$ cat config.mk
export PLATFORM = sky130hd
export DESIGN_NAME = riscv_boot_loader
export DESIGN_NICKNAME = d
export VERILOG_FILES = /design/src/rtl/riscv_boot_pkg.sv /design/src/rtl/boot_word_packer.sv /design/src/rtl/riscv_boot_loader.sv
export SDC_FILE = /design/constraint.sdc
export NUM_CORES = 1
export LEC_CHECK = 0
export BUFFER_PORTS_ARGS = -buffer_cell sky130_fd_sc_hd__buf_2
export CAP_MARGIN = 20
export CORE_ASPECT_RATIO = 1.5
export CORE_UTILIZATION = 40
export DETAILED_ROUTE_END_ITERATION = 10
export GPL_TIMING_DRIVEN = 0
export SYNTH_ARGS = -nofsm -noshare
export SYNTH_HDL_FRONTEND = slang
export SYNTH_SLANG_ARGS = --single-unit
$ cat constraint.sdc
create_clock -name clk -period 2.4 [get_ports clk]
set_input_delay 0.24 -clock clk [delete_from_list [all_inputs] [get_ports clk]]
set_output_delay 0.24 -clock clk [all_outputs]
set_load 0.05 [all_outputs]
$ cat src/rtl/riscv_boot_pkg.sv
// Shared types and constants for the RISC-V boot loader.
package riscv_boot_pkg;

  localparam int unsigned LEN_W_DEFAULT  = 16;
  localparam int unsigned BYTES_PER_WORD = 4;

  typedef enum logic [2:0] {
    IDLE    = 3'd0,
    LEN_LO  = 3'd1,
    LEN_HI  = 3'd2,
    PAYLOAD = 3'd3,
    CHECK   = 3'd4,
    RUN     = 3'd5,
    ERROR   = 3'd6
  } boot_state_t;

endpackage

$ cat src/rtl/boot_word_packer.sv
// Packs accepted payload bytes little-endian into 32-bit words.
module boot_word_packer
  import riscv_boot_pkg::*;
(
  input  logic        clk,
  input  logic        areset,
  input  logic        i_clear,
  input  logic        i_accept,
  input  logic [7:0]  i_data,
  output logic        o_word_valid_c,
  output logic [31:0] o_word_c
);

  localparam int unsigned CNT_W = $clog2(BYTES_PER_WORD);

  logic [CNT_W-1:0] r_byte_cnt;
  logic [23:0]      r_shift;

  // Only the three earlier bytes are held; the fourth completes the word directly.
  always_ff @(posedge clk) begin
    if (!areset) begin
      r_byte_cnt <= '0;
      r_shift    <= '0;
    end else if (i_clear) begin
      r_byte_cnt <= '0;
    end else if (i_accept) begin
      r_byte_cnt <= r_byte_cnt + CNT_W'(1);
      r_shift    <= {i_data, r_shift[23:8]};
    end
  end

  assign o_word_valid_c = i_accept && (r_byte_cnt == CNT_W'(BYTES_PER_WORD - 1));
  assign o_word_c       = {i_data, r_shift};

endmodule

$ cat src/rtl/riscv_boot_loader.sv
// Streams a length-prefixed, checksummed image into instruction memory
// and releases the core's reset only after a valid load.
module riscv_boot_loader
  import riscv_boot_pkg::*;
#(
  parameter int unsigned IMEM_WORDS = 64,
  parameter int unsigned LEN_W      = LEN_W_DEFAULT
) (
  input  logic        clk,
  input  logic        areset,
  input  logic        start,
  input  logic        in_valid,
  input  logic [7:0]  in_data,
  output logic        in_ready,
  output logic        imem_we,
  output logic [31:0] imem_addr,
  output logic [31:0] imem_wdata,
  output logic        core_rst_n,
  output logic        busy,
  output logic        done,
  output logic        error
);

  localparam int unsigned IDX_W = $clog2(IMEM_WORDS + 1);

  boot_state_t      r_state;
  boot_state_t      w_state_nxt;
  logic [LEN_W-1:0] r_len;
  logic [IDX_W-1:0] r_word_idx;
  logic [7:0]       r_csum;

  logic        r_in_ready, r_imem_we, r_core_rst_n, r_busy, r_done, r_error;
  logic [31:0] r_imem_addr, r_imem_wdata;
  logic        w_in_ready, w_core_rst_n, w_busy, w_done, w_error;

  logic             w_accept, w_pay_accept, w_start_ok, w_clear;
  logic [LEN_W-1:0] w_len;
  logic             w_len_ok, w_last;
  logic             w_word_valid;
  logic [31:0]      w_word;

  assign w_accept     = in_valid && r_in_ready;
  assign w_pay_accept = w_accept && (r_state == PAYLOAD);
  assign w_start_ok   = start && ((r_state == IDLE) || (r_state == RUN) || (r_state == ERROR));
  assign w_clear      = (r_state == IDLE) || w_start_ok;
  assign w_len        = LEN_W'({in_data, r_len[7:0]});
  assign w_len_ok     = (w_len != '0) && (w_len <= LEN_W'(IMEM_WORDS));
  assign w_last       = (LEN_W'(r_word_idx) == (r_len - LEN_W'(1)));

  boot_word_packer u_packer (
    .clk            (clk),
    .areset         (areset),
    .i_clear        (w_clear),
    .i_accept       (w_pay_accept),
    .i_data         (in_data),
    .o_word_valid_c (w_word_valid),
    .o_word_c       (w_word)
  );

  always_ff @(posedge clk) begin
    if (!areset) r_state <= IDLE;
    else         r_state <= w_state_nxt;
  end

  always_comb begin
    w_state_nxt = r_state;
    case (r_state)
      IDLE:    if (start) w_state_nxt = LEN_LO;
      LEN_LO:  if (w_accept) w_state_nxt = LEN_HI;
      LEN_HI:  if (w_accept) w_state_nxt = w_len_ok ? PAYLOAD : ERROR;
      PAYLOAD: if (w_word_valid && w_last) w_state_nxt = CHECK;
      CHECK:   if (w_accept) w_state_nxt = (in_data == r_csum) ? RUN : ERROR;
      RUN:     if (start) w_state_nxt = LEN_LO;
      ERROR:   if (start) w_state_nxt = LEN_LO;
      default: w_state_nxt = IDLE;
    endcase
  end

  // Status outputs are decoded from the next state so they register alongside it.
  always_comb begin
    w_in_ready   = 1'b0;
    w_busy       = 1'b0;
    w_core_rst_n = 1'b0;
    w_done       = 1'b0;
    w_error      = 1'b0;
    case (w_state_nxt)
      LEN_LO, LEN_HI, PAYLOAD, CHECK: begin
        w_in_ready = 1'b1;
        w_busy     = 1'b1;
      end
      RUN: begin
        w_core_rst_n = 1'b1;
        w_done       = 1'b1;
      end
      ERROR:   w_error = 1'b1;
      default: ;
    endcase
  end

  always_ff @(posedge clk) begin
    if (!areset) begin
      r_in_ready   <= 1'b0;
      r_busy       <= 1'b0;
      r_core_rst_n <= 1'b0;
      r_done       <= 1'b0;
      r_error      <= 1'b0;
    end else begin
      r_in_ready   <= w_in_ready;
      r_busy       <= w_busy;
      r_core_rst_n <= w_core_rst_n;
      r_done       <= w_done;
      r_error      <= w_error;
    end
  end

  // Header capture, checksum accumulation and memory write port.
  always_ff @(posedge clk) begin
    if (!areset) begin
      r_len        <= '0;
      r_word_idx   <= '0;
      r_csum       <= '0;
      r_imem_we    <= 1'b0;
      r_imem_addr  <= '0;
      r_imem_wdata <= '0;
    end else begin
      r_imem_we <= 1'b0;
      if (w_clear) begin
        r_word_idx <= '0;
        r_csum     <= '0;
      end else begin
        if (w_accept && (r_state == LEN_LO)) r_len <= LEN_W'(in_data);
        if (w_accept && (r_state == LEN_HI)) r_len <= w_len;
        if (w_pay_accept) r_csum <= r_csum ^ in_data;
        if (w_word_valid) begin
          r_imem_we    <= 1'b1;
          r_imem_addr  <= 32'({r_word_idx, 2'b00});
          r_imem_wdata <= w_word;
          r_word_idx   <= r_word_idx + IDX_W'(1);
        end
      end
    end
  end

  assign in_ready   = r_in_ready;
  assign imem_we    = r_imem_we;
  assign imem_addr  = r_imem_addr;
  assign imem_wdata = r_imem_wdata;
  assign core_rst_n = r_core_rst_n;
  assign busy       = r_busy;
  assign done       = r_done;
  assign error      = r_error;

endmodule

* Word-level counts from Yosys, hierarchy flattened
Cells that the tools add are included.
Operators by class: add/sub/neg operators 3, multiply operators 0, divide/modulo/power cells 0, $lt $le $gt $ge 1, equal/unequal tests 15, shift-type cells 0, muxes and demuxes 14, bitwise operators 4, reductions and logical operators 21
Operator list (number):
- $mux W16 | 2
- $eq A3 B3 Y1 const B | 6
- $mux W3 | 6
- $eq A7 B16 Y1 | 1
- $le A16 B7 Y1 const B | 1
- $reduce_bool A16 Y1 | 1
- $sub A16 B1 Y16 const B | 1
- $pmux W3 S5 | 1
- $eq A3 B2 Y1 const B | 4
- $eq A8 B8 Y1 | 1
- $logic_and A1 B1 Y1 | 8
- $xor A8 B8 Y8 | 1
- $add A7 B1 Y7 const B | 1
- $eq A3 B1 Y1 const B | 2
- $reduce_and A2 Y1 | 3
- $mux W1 | 4
- $reduce_or A4 Y1 | 1
- $logic_not A3 Y1 | 1
- $logic_or A1 B1 Y1 | 3
- $not A1 Y1 | 3
- $reduce_and A3 Y1 | 1
- $reduce_or A3 Y1 | 1
- $add A2 B1 Y2 const B | 1
- $eq A2 B2 Y1 const B | 1
- other kinds (3) | 3
Storage, ports and cells: register bits 103, latch bits 0, RAM bits 0, bits in read-only memories 0, input bits 12, output and inout bits 70, logic and storage cells 71, memories 0

* Longest topological paths before layout
word-level depth 9, depth in mapped cells 9, mapped depth without buffers 9

* Cells and area by module
A second synthesis with hierarchy kept.
Second synthesis, totals: cells, all modules 535, area, all modules 4788.3 µm²
Modules (own cells, without submodules):
- riscv_boot_loader | times used 1, cells each 430, area an instance 3711.1 µm², sequential area each 1541.5 µm²
- boot_word_packer | times used 1, cells each 105, area an instance 1077.3 µm², sequential area each 520.5 µm²

* Least setup slack after synthesis
Ideal clock, no wire load.
kind register to register, start point reg r_len[2], end point reg r_error (netlist: error), library setup time 73 ps, arrival 2346 ps, required time 2327 ps, slack -19 ps, stages on the path, launching flop included 9, path buffers 1, clock period less this slack 2419 ps, cells stage by stage dfxtp_1 > buf_6 > or4_4 > or4_1 > a21boi_1 > a31oi_1 > or3_4 > a21bo_4 > nor3b_2
On the way: longest elaborated chain between the ends 7, elaborated cells between the ends (all ways) 12, classes of those cells 1 x add/sub; 1 x order compare; 2 x eq/ne; 5 x mux; 3 x reduce/logical
RTL lines:
- start: declaration | RTL line riscv_boot_loader.sv:28 | logic [LEN_W-1:0] r_len;
- start signal: assignment | RTL line riscv_boot_loader.sv:131 | if (w_accept && (r_state == LEN_LO)) r_len <= LEN_W'(in_data);
- start signal: assignment | RTL line riscv_boot_loader.sv:132 | if (w_accept && (r_state == LEN_HI)) r_len <= w_len;
- $sub A16 B1 Y16, or another cell as far along | RTL line riscv_boot_loader.sv:48 | assign w_last = (LEN_W'(r_word_idx) == (r_len - LEN_W'(1)));
- $eq A7 B16 Y1 / $logic_and A1 B1 Y1 (equally long branches) | RTL line riscv_boot_loader.sv:48, riscv_boot_loader.sv:47
- $logic_and A1 B1 Y1 / $mux W3 (equally long branches) | RTL line riscv_boot_loader.sv:71, riscv_boot_loader.sv:70
- $mux W3, on equally long branches | RTL line riscv_boot_loader.sv:71, riscv_boot_loader.sv:70
- $pmux W3 S5 (*) | RTL line riscv_boot_loader.sv:67 | case (r_state)
- $eq A3 B3 Y1 (*) | RTL line riscv_boot_loader.sv:86 | case (w_state_nxt)
- $mux W1 (*) | RTL line riscv_boot_loader.sv:86
- end signal: assignment | RTL line riscv_boot_loader.sv:112 | r_error <= w_error;
- end: declaration | RTL line riscv_boot_loader.sv:32 | logic r_in_ready, r_imem_we, r_core_rst_n, r_busy, r_done, r_error;
Mark *: on every way between the ends. The rest lies on a longest branch, timed or not. A chain may end at the register's enable or synchronous reset.

* Worst setup path in the final report
start point reg r_len[0], end point reg r_error (netlist: error)
The elaborated chain is that of the path after synthesis.

==> impl_metrics.json <==
{
  "crit_start": "r_len[0]",
  "multi_input_comb_area_sq_um": 2422,
  "clk_path_buf_depth": 2,
  "regArea_sq_um": 2073,
  "setup_viol": 0,
  "max_freq_mhz": 417.0,
  "dpl.hpwl_microns": 8227,
  "worst_slack_ns": 0.001945,
  "pwr-share-comb_pct": 11.4,
  "rsz0062_at_grt": "true",
  "peakVddDrop_mv": 0.3915,
  "io_pins": 82,
  "crit_type": "reg2reg",
  "cts_max_level": 3,
  "yosysUniqueCellTypes": 54,
  "seqPwrFrac_pct": 45.4,
  "grt_overflow": 0,
  "grt_pass1_wl_microns": 17600,
  "crit_path_end": "error",
  "min_from": "in_data[3]",
  "total_leakage_power_nw": 2.211,
  "final.period_utilization_pct": 99.92,
  "fp.coreArea_sq_um": 11170,
  "fillers": 1106,
  "p_switching_w": 0.0009239,
  "dr_wl_met3_microns": 325,
  "rrSetupSlack_ns": 0.002,
  "instances_no_fill": 792,
  "netlist_area_sq_um": 4647,
  "num_vias": 3843,
  "synthCells": 545,
  "worst_setup_path_start_kind": "flop",
  "p_int_w": 0.002895,
  "gr-usage-all-layers_pct": 18.45,
  "antenna_found_initial": 0,
  "drt_iter0_drc": 82,
  "worstMarginPinSlew_ns": 0.6910,
  "wl_met1_microns": 4684,
  "area_growth_pct": 22.91,
  "power_frac_clock_pct": 43.2,
  "initial_core_util_pct": 41.59,
  "layout_common_cells": "nand2_1, dfxtp_1, a21boi_0",
  "cp.required_ns": 2.67,
  "clock_sinks": 103,
  "dr.pass1.iters": 4,
  "gp_congestion": 0.8332,
  "root_buffer": "clkbuf_16",
  "powerDensity_nw_per_um2": 668.6,
  "slew_headroom_pct": 53.68,
  "whs_path_depth": 3,
  "fin_nets": 656,
  "grt_max_degree": 17,
  "min_period_ns": 2.398,
  "highest_layer": "met4",
  "numCtsBuffers": 9,
  "slew_viol_final": 0,
  "synth-seq-cells": 103,
  "r2r_end": "error",
  "hold_viol_final": 0,
  "path_clk_slew_ns": 0.07,
  "ant_nets": 0,
  "vias_per_cell": 4.852,
  "reg2reg_depth": 7,
  "drc": 0,
  "grt_pass1_vias": 3536,
  "tritoncts": "built",
  "clk_latency_ns": 0.34,
  "num_antenna_cells": 0,
  "dp_cells": 772,
  "rows": 47,
  "wl_per_cell_microns": 13.92,
  "wl_met2_microns": 5842,
  "die_w_microns": 90.01,
  "clock_skew_ns": 0.008873,
  "critical_path.max_fanout": 4,
  "crit_path_end_kind": "flop",
  "cp.arrival_ns": 2.67,
  "yosysSeqAreaShare_pct": 44.37,
  "hp-class": "in2reg",
  "drive_gt1_share_pct": 21.40,
  "die_h_microns": 134.0,
  "netSwitchingFraction_pct": 24.19,
  "fin_area_sq_um": 5712,
  "die-area_sq_um": 12060,
  "dp_worst_setup_slack_ns": -0.2733,
  "ys_warn_count": 0,
  "syn_avg_cell_area_sq_um": 8.527,
  "placed_area_sq_um": 5201,
  "portBuffers": 56,
  "max_cap_viol_count": 0,
  "final_common_cell": "nand2_1",
  "wl_microns": 11020,
  "outcome": "finished, final reports clean",
  "reg2reg_from": "r_len[0]"
}
[power by group through the flow]
| stage | combinational (W) | sequential [W] | clock (W) |
|---|---|---|---|
| 2_1_floorplan | 0.000308 | 0.00178 | 0 |
| 3_3_place_gp | 0.000398 | 0.00177 | 0 |
| 3_5_place_dp | 0.000401 | 0.00177 | 0 |
| 4_1_cts | 0.000416 | 0.00173 | 0.00168 |
| 5_1_grt | 0.000463 | 0.00173 | 0.00175 |
| 6_report | 0.000435 | 0.00173 | 0.00165 |
[worst max-delay path, cell delays in order, from the launching register on]
cell and delay (ns):
dfxtp_4 0.35, or4_4 0.55, or4_4 0.44, a21boi_2 0.18
a31oi_2 0.06, or3_4 0.37, a21bo_4 0.24, nor3b_2 0.14
[registers in the layout (all words and copies together) (netlist names)]
name and cells:
busy 1, done 1, error 1, imem_addr 7, imem_wdata 32, imem_we 1
r_csum 8, r_len 16, r_state 3, r_word_idx 7, u_packer.r_byte_cnt 2, u_packer.r_shift 24
[through the flow]
stage	utilization, %	hold WS [ns]	power (W)	TNS (ns)
floorplan	-	0.3849	0.002093	0
global placement	46.55	0.4468	0.002172	-0.9982
detailed placement	46.55	0.4535	0.002176	-1.420
CTS	50.32	0.2090	0.003833	0
global route	51.12	0.2237	0.003947	-0.05335
finish	51.12	0.2151	0.003819	0
[synth_stat cells (all sizes together)]
cell,count,area [sq um]
a2111oi,1,8.760
a21bo,1,16.27
a21boi,64,480.5
a21o,1,7.510
a21oi,8,40.04
a221oi,1,8.760
a22oi,9,67.56
a31oi,1,6.260
and2,2,12.51
and2b,1,8.760
and3,2,13.77
and3b,1,10.01
buf,31,229.0
clkbuf,27,121.4
conb,1,3.750
dfxtp,103,2062
ha,3,37.54
inv,4,15.01
mux2,1,11.26
mux2i,7,70.07
nand2,137,514.2
nand2b,2,12.51
nand3,9,45.04
nand3b,1,7.510
nand4,8,50.05
nor2,29,108.9
nor2b,20,125.1
nor3,7,40.04
nor3b,3,27.52
nor4,4,25.02
nor4b,2,17.52
o2111ai,1,8.760
o211ai,1,7.510
o21a,1,7.510
o21ai,4,20.02
o221ai,1,8.760
o22ai,2,12.51
o31ai,1,7.510
or2,1,6.260
or2b,1,8.760
or3,3,23.77
or3b,1,8.760
or4,4,33.78
xnor2,15,131.4
xor2,18,157.7
[layer usage]
layer	up-vias	GRT usage, %
met5	-	0
met4	0	6.720
met3	12	3.231
met2	76	34.05
met1	1792	21.12
li1	1963	-
[kinds of logic after synthesis]
kind of cell    count (synthesis)  synth area share, %
compound gates                 97                15.24
xor+xnor                       33                6.220
fa+ha+maj                       3               0.8078
buf+inv                        62                7.862
flops                         103                44.37
mux                             8                1.750
other cells                     1              0.08070
simple gates                  238                23.67
[layout make-up]
cell class                      count  area share (%)
Tap cell                          147           3.220
Sequential cell                   103           36.30
Inverter                            4          0.2629
Clock buffer                       10           4.009
Buffer                             57           6.024
Timing Repair Buffer               62           5.915
Clock inverter                      5           1.862
Multi-Input combinational cell    404           42.41
[what timing repair did]
action	in CTS	in global routing
pin swaps	8	5
setup endpoints to repair	14	16
resized for setup	17	13
hold buffers	0	0
buffers inserted	4	2
[how the worst min path moves through the flow]
stage	end
finish	imem_wdata[27]
global route	imem_wdata[27]
CTS	imem_wdata[27]
detailed placement	imem_addr[6]
global placement	u_packer.r_byte_cnt[1]
floorplan	imem_wdata[30]
No activity file was read; power rests on OpenSTA's default activity.
